## src/rtl/multi_lane_hit_scorer_if.sv

```systemverilog
// Lane-side handshake bundle for multi_lane_hit_scorer: strobes in, pulses and HUD totals out.
// master drives the strobes (note highway / input stage); slave is the scorer itself.
interface multi_lane_hit_scorer_if #(
    parameter int NUM_LANES = 5,
    parameter int CNT_W     = 8,
    parameter int SCORE_W   = 16
);
    logic                 tick;
    logic [NUM_LANES-1:0] note_arrive;
    logic [NUM_LANES-1:0] press;
    logic [NUM_LANES-1:0] hit_pulse;
    logic [NUM_LANES-1:0] miss_pulse;
    logic [1:0]           last_acc;
    logic [SCORE_W-1:0]   score;
    logic [CNT_W-1:0]     num_hits;
    logic [CNT_W-1:0]     num_misses;
    logic [CNT_W-1:0]     combo;
    logic [CNT_W-1:0]     max_combo;

    modport master (
        output tick, note_arrive, press,
        input  hit_pulse, miss_pulse, last_acc, score,
        input  num_hits, num_misses, combo, max_combo
    );

    modport slave (
        input  tick, note_arrive, press,
        output hit_pulse, miss_pulse, last_acc, score,
        output num_hits, num_misses, combo, max_combo
    );
endinterface

```

## src/rtl/multi_lane_hit_scorer.sv

```systemverilog
// N-lane hit-window scanner with saturating score/hit/miss/combo aggregation.
// Build option: define COMBO_MULT_EN to scale lane points by a combo-based multiplier (1..4).
module multi_lane_hit_scorer #(
    parameter int NUM_LANES = 5,
    parameter int WIN_LEN   = 19,
    parameter int EDGE_W    = 3,
    parameter int MID_W     = 3,
    parameter int CNT_W     = 8,
    parameter int SCORE_W   = 16
) (
    input logic                    clk,
    input logic                    rst,
    multi_lane_hit_scorer_if.slave bus
);
    localparam int CB    = $clog2(WIN_LEN + 1);
    localparam int HC_W  = $clog2(NUM_LANES + 1);
    localparam int PTS_W = $clog2(NUM_LANES * 12 + 1);

    localparam logic [CB-1:0] WIN_CNT = CB'(WIN_LEN);
    localparam logic [CB-1:0] EDGE_LO = CB'(EDGE_W);
    localparam logic [CB-1:0] EDGE_HI = CB'(WIN_LEN - EDGE_W);
    localparam logic [CB-1:0] MID_LO  = CB'(EDGE_W + MID_W);
    localparam logic [CB-1:0] MID_HI  = CB'(WIN_LEN - EDGE_W - MID_W);

    typedef enum logic {
        IDLE = 1'b0,
        OPEN = 1'b1
    } lane_state_t;

    lane_state_t          state_q [NUM_LANES];
    lane_state_t          state_d [NUM_LANES];
    logic [CB-1:0]        cnt_q   [NUM_LANES];
    logic [CB-1:0]        cnt_d   [NUM_LANES];
    logic [NUM_LANES-1:0] hit;
    logic [NUM_LANES-1:0] miss;

    logic [NUM_LANES-1:0] hit_q, miss_q;
    logic [1:0]           last_acc_q, last_acc_d;
    logic [SCORE_W-1:0]   score_q, score_d;
    logic [CNT_W-1:0]     hits_q, hits_d;
    logic [CNT_W-1:0]     misses_q, misses_d;
    logic [CNT_W-1:0]     combo_q, combo_d;
    logic [CNT_W-1:0]     max_combo_q, max_combo_d;

    logic [1:0]           lane_acc;
    logic [3:0]           lane_pts;
    logic [PTS_W-1:0]     pts_sum;
    logic [HC_W-1:0]      hit_cnt;
    logic [HC_W-1:0]      miss_cnt;
    logic [SCORE_W:0]     score_sum;
    logic [CNT_W:0]       hits_sum;
    logic [CNT_W:0]       misses_sum;
    logic [CNT_W:0]       combo_sum;

`ifdef COMBO_MULT_EN
    logic [CNT_W-1:0]     combo_tens;
    logic [2:0]           mult;

    // Multiplier uses the streak as it stood before this clock's events.
    always_comb begin
        combo_tens = combo_q / CNT_W'(10);
        mult       = (combo_tens >= CNT_W'(3)) ? 3'd4 : 3'(combo_tens) + 3'd1;
    end
`endif

    function automatic logic [1:0] grade(input logic [CB-1:0] c);
        if (c <= EDGE_LO || c > EDGE_HI)
            return 2'd1;
        else if (c <= MID_LO || c > MID_HI)
            return 2'd2;
        else
            return 2'd3;
    endfunction

    always_ff @(posedge clk) begin
        if (rst) begin
            for (int unsigned l = 0; l < NUM_LANES; l++) begin
                state_q[l] <= IDLE;
                cnt_q[l]   <= '0;
            end
        end else begin
            for (int unsigned l = 0; l < NUM_LANES; l++) begin
                state_q[l] <= state_d[l];
                cnt_q[l]   <= cnt_d[l];
            end
        end
    end

    // A note arriving on an open lane first resolves the old window (hit or miss), then reopens.
    always_comb begin
        for (int unsigned l = 0; l < NUM_LANES; l++) begin
            state_d[l] = state_q[l];
            cnt_d[l]   = cnt_q[l];
            hit[l]     = 1'b0;
            miss[l]    = 1'b0;
            case (state_q[l])
                IDLE: begin
                    miss[l] = bus.press[l];
                    if (bus.note_arrive[l]) begin
                        state_d[l] = OPEN;
                        cnt_d[l]   = CB'(1);
                    end
                end
                OPEN: begin
                    if (bus.press[l]) begin
                        hit[l]     = 1'b1;
                        state_d[l] = IDLE;
                        cnt_d[l]   = '0;
                    end else if (bus.note_arrive[l]) begin
                        miss[l] = 1'b1;
                    end else if (bus.tick) begin
                        if (cnt_q[l] == WIN_CNT) begin
                            miss[l]    = 1'b1;
                            state_d[l] = IDLE;
                            cnt_d[l]   = '0;
                        end else begin
                            cnt_d[l] = cnt_q[l] + CB'(1);
                        end
                    end
                    if (bus.note_arrive[l]) begin
                        state_d[l] = OPEN;
                        cnt_d[l]   = CB'(1);
                    end
                end
                default: begin
                    state_d[l] = IDLE;
                    cnt_d[l]   = '0;
                end
            endcase
        end
    end

    // Ascending lane scan lets the highest-index hit own last_acc.
    always_comb begin
        lane_acc   = '0;
        lane_pts   = '0;
        pts_sum    = '0;
        hit_cnt    = '0;
        miss_cnt   = '0;
        last_acc_d = last_acc_q;
        for (int unsigned l = 0; l < NUM_LANES; l++) begin
            lane_acc = grade(cnt_q[l]);
`ifdef COMBO_MULT_EN
            lane_pts = 4'(lane_acc) * 4'(mult);
`else
            lane_pts = 4'(lane_acc);
`endif
            if (hit[l]) begin
                hit_cnt    = hit_cnt + HC_W'(1);
                pts_sum    = pts_sum + PTS_W'(lane_pts);
                last_acc_d = lane_acc;
            end
            if (miss[l])
                miss_cnt = miss_cnt + HC_W'(1);
        end

        score_sum  = {1'b0, score_q}  + (SCORE_W + 1)'(pts_sum);
        hits_sum   = {1'b0, hits_q}   + (CNT_W + 1)'(hit_cnt);
        misses_sum = {1'b0, misses_q} + (CNT_W + 1)'(miss_cnt);
        combo_sum  = {1'b0, combo_q}  + (CNT_W + 1)'(hit_cnt);

        score_d  = score_sum[SCORE_W] ? '1 : score_sum[SCORE_W-1:0];
        hits_d   = hits_sum[CNT_W]    ? '1 : hits_sum[CNT_W-1:0];
        misses_d = misses_sum[CNT_W]  ? '1 : misses_sum[CNT_W-1:0];

        if (|miss)
            combo_d = '0;
        else
            combo_d = combo_sum[CNT_W] ? '1 : combo_sum[CNT_W-1:0];

        max_combo_d = (combo_d > max_combo_q) ? combo_d : max_combo_q;
    end

    always_ff @(posedge clk) begin
        if (rst) begin
            hit_q       <= '0;
            miss_q      <= '0;
            last_acc_q  <= '0;
            score_q     <= '0;
            hits_q      <= '0;
            misses_q    <= '0;
            combo_q     <= '0;
            max_combo_q <= '0;
        end else begin
            hit_q       <= hit;
            miss_q      <= miss;
            last_acc_q  <= last_acc_d;
            score_q     <= score_d;
            hits_q      <= hits_d;
            misses_q    <= misses_d;
            combo_q     <= combo_d;
            max_combo_q <= max_combo_d;
        end
    end

    assign bus.hit_pulse  = hit_q;
    assign bus.miss_pulse = miss_q;
    assign bus.last_acc   = last_acc_q;
    assign bus.score      = score_q;
    assign bus.num_hits   = hits_q;
    assign bus.num_misses = misses_q;
    assign bus.combo      = combo_q;
    assign bus.max_combo  = max_combo_q;
endmodule

```

## src/flat_wrapper.sv

```systemverilog
// flat-port wrapper written by rule: the top's interface ports become plain ports
module multi_lane_hit_scorer_flat 
#(
    parameter int NUM_LANES = 5,
    parameter int WIN_LEN   = 19,
    parameter int EDGE_W    = 3,
    parameter int MID_W     = 3,
    parameter int CNT_W     = 8,
    parameter int SCORE_W   = 16
)
  (clk, rst, bus_tick, bus_note_arrive, bus_press, bus_hit_pulse, bus_miss_pulse, bus_last_acc, bus_score, bus_num_hits, bus_num_misses, bus_combo, bus_max_combo);
  multi_lane_hit_scorer_if #(.NUM_LANES(NUM_LANES), .CNT_W(CNT_W), .SCORE_W(SCORE_W)) bus_i ();
  input logic clk;
  input logic rst;
  input wire logic [$bits(bus_i.tick)-1:0] bus_tick;
  input wire logic [$bits(bus_i.note_arrive)-1:0] bus_note_arrive;
  input wire logic [$bits(bus_i.press)-1:0] bus_press;
  output wire logic [$bits(bus_i.hit_pulse)-1:0] bus_hit_pulse;
  output wire logic [$bits(bus_i.miss_pulse)-1:0] bus_miss_pulse;
  output wire logic [$bits(bus_i.last_acc)-1:0] bus_last_acc;
  output wire logic [$bits(bus_i.score)-1:0] bus_score;
  output wire logic [$bits(bus_i.num_hits)-1:0] bus_num_hits;
  output wire logic [$bits(bus_i.num_misses)-1:0] bus_num_misses;
  output wire logic [$bits(bus_i.combo)-1:0] bus_combo;
  output wire logic [$bits(bus_i.max_combo)-1:0] bus_max_combo;
  assign bus_i.tick = bus_tick;
  assign bus_i.note_arrive = bus_note_arrive;
  assign bus_i.press = bus_press;
  assign bus_hit_pulse = bus_i.hit_pulse;
  assign bus_miss_pulse = bus_i.miss_pulse;
  assign bus_last_acc = bus_i.last_acc;
  assign bus_score = bus_i.score;
  assign bus_num_hits = bus_i.num_hits;
  assign bus_num_misses = bus_i.num_misses;
  assign bus_combo = bus_i.combo;
  assign bus_max_combo = bus_i.max_combo;
  multi_lane_hit_scorer #(.NUM_LANES(NUM_LANES), .WIN_LEN(WIN_LEN), .EDGE_W(EDGE_W), .MID_W(MID_W), .CNT_W(CNT_W), .SCORE_W(SCORE_W)) u_core (.clk(clk), .rst(rst), .bus(bus_i));
endmodule
```

## config.mk

```make
export PLATFORM = sky130hd
export DESIGN_NAME = multi_lane_hit_scorer_flat
export DESIGN_NICKNAME = d
export VERILOG_FILES = /design/src/rtl/multi_lane_hit_scorer_if.sv /design/src/rtl/multi_lane_hit_scorer.sv /design/src/flat_wrapper.sv
export SDC_FILE = /design/constraint.sdc
export NUM_CORES = 1
export LEC_CHECK = 0
export CAP_MARGIN = 20
export CORE_ASPECT_RATIO = 0.9
export CORE_MARGIN = 1
export CORE_UTILIZATION = 40
export CTS_CLUSTER_DIAMETER = 30
export DETAILED_ROUTE_END_ITERATION = 8
export SYNTH_ARGS = -nofsm -noshare
export SYNTH_HDL_FRONTEND = slang
export SYNTH_SLANG_ARGS = --single-unit
```

## constraint.sdc

```tcl
create_clock -name clk -period 8.1 [get_ports clk]
set_clock_uncertainty 0.2 [all_clocks]
set_input_delay 1.62 -clock clk [delete_from_list [all_inputs] [get_ports clk]]
set_output_delay 1.62 -clock clk [all_outputs]
set_load 0.005 [all_outputs]
```

==> impl_metrics.tcl <==
set metrics [dict create \
    synth_commonest_cells "dfxtp_1 (90), nor2_1 (80), a21oi_1 (70)" \
    power_density_nw_per_um2 160 \
    fp.coreArea_sq_um 14100 \
    route.detailed.drc 0 \
    tritoncts "yes" \
    status "finished clean" \
    via_per_inst 5.27 \
    crit_start "bus_press[0]" \
    cp_max_fo 7 \
    path_clk_slew_ns 0.07 \
    h-tree-depth 3 \
    synth_warnings 0 \
    synth_ff_type "dfxtp_1" \
    finalHoldViolCount 0 \
    grt_use_total_pct 18.5 \
    leakage_nw 2.71 \
    hold_path_class "flip-flop to flip-flop" \
    antenna_found_initial 0 \
    fill_cells 1388 \
    swShare_pct 29.2 \
    yosysMostFrequentCell "dfxtp_1" \
    synthToLayoutAreaGrowth_pct 20.2 \
    dpl_cell_area_sq_um 6650 \
    dr.pass1.iters 4 \
    path_class "input port to flip-flop" \
    dpl.hpwl_microns 9730 \
    die_area_sq_um 14900 \
    r2r_cells 26 \
    cts_buffers 9 \
    drv_slew 0 \
    reg2reg_to "u_core.bus.score[8]$_SDFF_PP0_" \
    relSlewSlack_pct 48.4 \
    gp_congestion 0.844 \
    clockBufferDepth 2 \
    nets 831 \
    fmax_mhz 135 \
    grt_pass1_vias 4652 \
    die_h_microns 116 \
    post-cts-setup-buffers 0 \
    synth_edf_count 0 \
    clock-sinks 90 \
    worstHoldPathCells 1 \
    setup_viol 0 \
    ys_seq_elements 90 \
    p_int_mw 0.784 \
    hp-start "u_core.bus.max_combo[6]$_SDFFE_PP0N_" \
    peakVddDrop_mv 0.106 \
    start_util_pct 41.0 \
    layout-drive-gt1-share_pct 5.66 \
    yosys.area.top_type_share_pct 31.3 \
    drt-wirelength-per-cell_microns 13.8 \
    grt-ovfl-total 0 \
    synthTopCellsByArea "dfxtp_1 (31%), ha_1 (12%), a21oi_1 (6.1%)" \
    syn_nets 766 \
    netlist.top_cell.by_area "dfxtp_1" \
    syn_area_sq_um 5760 \
    async_reset_ff_share_pct 0 \
    ctsHoldBuffers 0 \
    switchingPower_mw 0.323 \
    finalPower_mw 1.11 \
    period_minus_slack_ns 7.41 \
    routed_wl_microns 13100 \
    num_antenna_cells 0 \
    synth_cell_type_count 61 \
    grt_max_degree 72 \
    cp_data_arrival_time_ns 7.48 \
    clk_root_buffer_cell "clkbuf_16" \
    fin_crit_sh_pct 91.5 \
    r2r-start "u_core.cnt_q[0][1]$_SDFFE_PP0P_" \
    final_area_sq_um 6920 \
    p_seq_share_pct 44.4 \
    combPwrFrac_pct 19.8 \
    start_kind "input port" \
    grt_pass1_wl_microns 21800 \
    cp-endpoint "u_core.bus.score[8]$_SDFF_PP0_" \
    cp-end-kind "flip-flop" \
    synth_seq_area_share_pct 31.3 \
    io_pins 73 \
    setup-tns-final_ns 0 \
    die_w_microns 128 \
    cts_resized 0 \
    netlist_instances 690 \
    insertion_delay_ns 0.36 \
    drt-initial-drc-count 265 \
    rsz0062_at_grt "false" \
    antenna_left 0 \
    regToRegSetupSlack_ns 1.13 \
    vias 5024 \
    num_rows 41 \
    place.port_buffers 72 \
    cp.required_ns 8.17 \
    syn_avg_cell_area_sq_um 8.35 \
    drv_cap 0 \
    worst_pin_slew_ns 0.774 \
    p_clk_share_pct 35.7 \
]
[worst max-delay path: stages]
cell             delay (ns)
clkdlybuf4s50_1        0.53
nand2_1                0.19
nor2_1                 0.15
ha_1                   0.15
inv_1                  0.05
fa_1                   0.42
nand2b_1               0.15
o31ai_1                0.14
fa_1                   0.50
mux2i_1                0.28
fa_1                   0.46
mux2i_1                0.28
ha_1                   0.30
a21oi_1                0.14
nor2_1                 0.07
mux2i_1                0.19
o32ai_1                0.12
xnor2_1                0.15
ha_1                   0.30
a21oi_1                0.10
o21ai_1                0.30
o21ai_0                0.31
or3_1                  0.39
a31oi_1                0.19
[kinds of logic (layout without fill, tap and decap cells)]
group	after synthesis	in the layout	synth area share, %
simple gates	256	256	23.1
compound gates	158	158	17.2
flops	90	90	31.3
fa+ha+maj	63	63	14.7
buf+inv	63	133	4.28
xor+xnor	43	43	6.54
mux	16	16	2.87
other cells	1	1	0.0651
[metal layers]
metal  wire (microns)  global-route usage (%)  share of wire (%)
met4              209                    6.12                1.6
met2             5870                    29.9                 45
met3              579                    4.80                4.4
met5                0                       0                  0
met1             6450                    24.0                 49
[sequential cells by signal (all words and copies together) (netlist names)]
| signal | cells |
|---|---|
| u_core.bus.last_acc | 2 |
| u_core.bus.num_hits | 8 |
| u_core.bus.num_misses | 8 |
| u_core.bus.max_combo | 8 |
| u_core.bus.combo | 8 |
| u_core.state_q | 5 |
| u_core.cnt_q | 25 |
| u_core.bus.score | 16 |
| u_core.bus.hit_pulse | 5 |
| u_core.bus.miss_pulse | 5 |
[through the flow]
step	util, %	hold slack, ns	worst slack [ns]	std cells
floorplan	-	0.277	1.36	690
global placement	47.3	0.273	0.336	937
detailed placement	47.3	0.282	0.137	937
CTS	49.2	0.294	0.475	953
global route	49.2	0.307	0.175	953
finish	49.2	0.294	0.688	953
[cell type report]
type	instances	area [sq um]	area share [%]
clock buffer	10	229	3.31
clock inverter	6	42.5	0.615
inverter	42	158	2.28
multi-input combinational	537	3710	53.6
sequential	90	1800	26.0
tap	193	241	3.49
timing repair buffer	75	738	10.7
[how the worst min path moves through the flow]
stage,end,slack (ns)
after detailed placement,u_core.bus.max_combo[6]$_SDFFE_PP0N_,0.28
after global routing,u_core.bus.max_combo[3]$_SDFFE_PP0N_,0.31
after CTS,u_core.bus.max_combo[3]$_SDFFE_PP0N_,0.29
after global placement,u_core.bus.max_combo[5]$_SDFFE_PP0N_,0.27
final,u_core.bus.max_combo[6]$_SDFFE_PP0N_,0.29
after floorplan,u_core.bus.max_combo[1]$_SDFFE_PP0N_,0.28
[power groups by stage]
stage	clock network [mW]	registers, mW	logic, mW
floorplan	0	0.497	0.139
global placement	0	0.501	0.213
detailed placement	0	0.502	0.219
CTS	0.408	0.492	0.221
global route	0.423	0.495	0.249
finish	0.396	0.492	0.220
[cell usage in the layout (no fill, tap or decap), types with 12 or more instances in the layout]
master           instances
nand4_1                 12
clkdlybuf4s50_1         71
xnor2_1                 23
a21oi_1                 70
nor2b_1                 15
nor2_1                  80
o21ai_0                 19
ha_1                    55
dfxtp_1                 90
nand3_1                 19
xor2_1                  20
inv_1                   42
mux2i_1                 12
nand2_1                 45
Power figures use the tool's default switching activity.
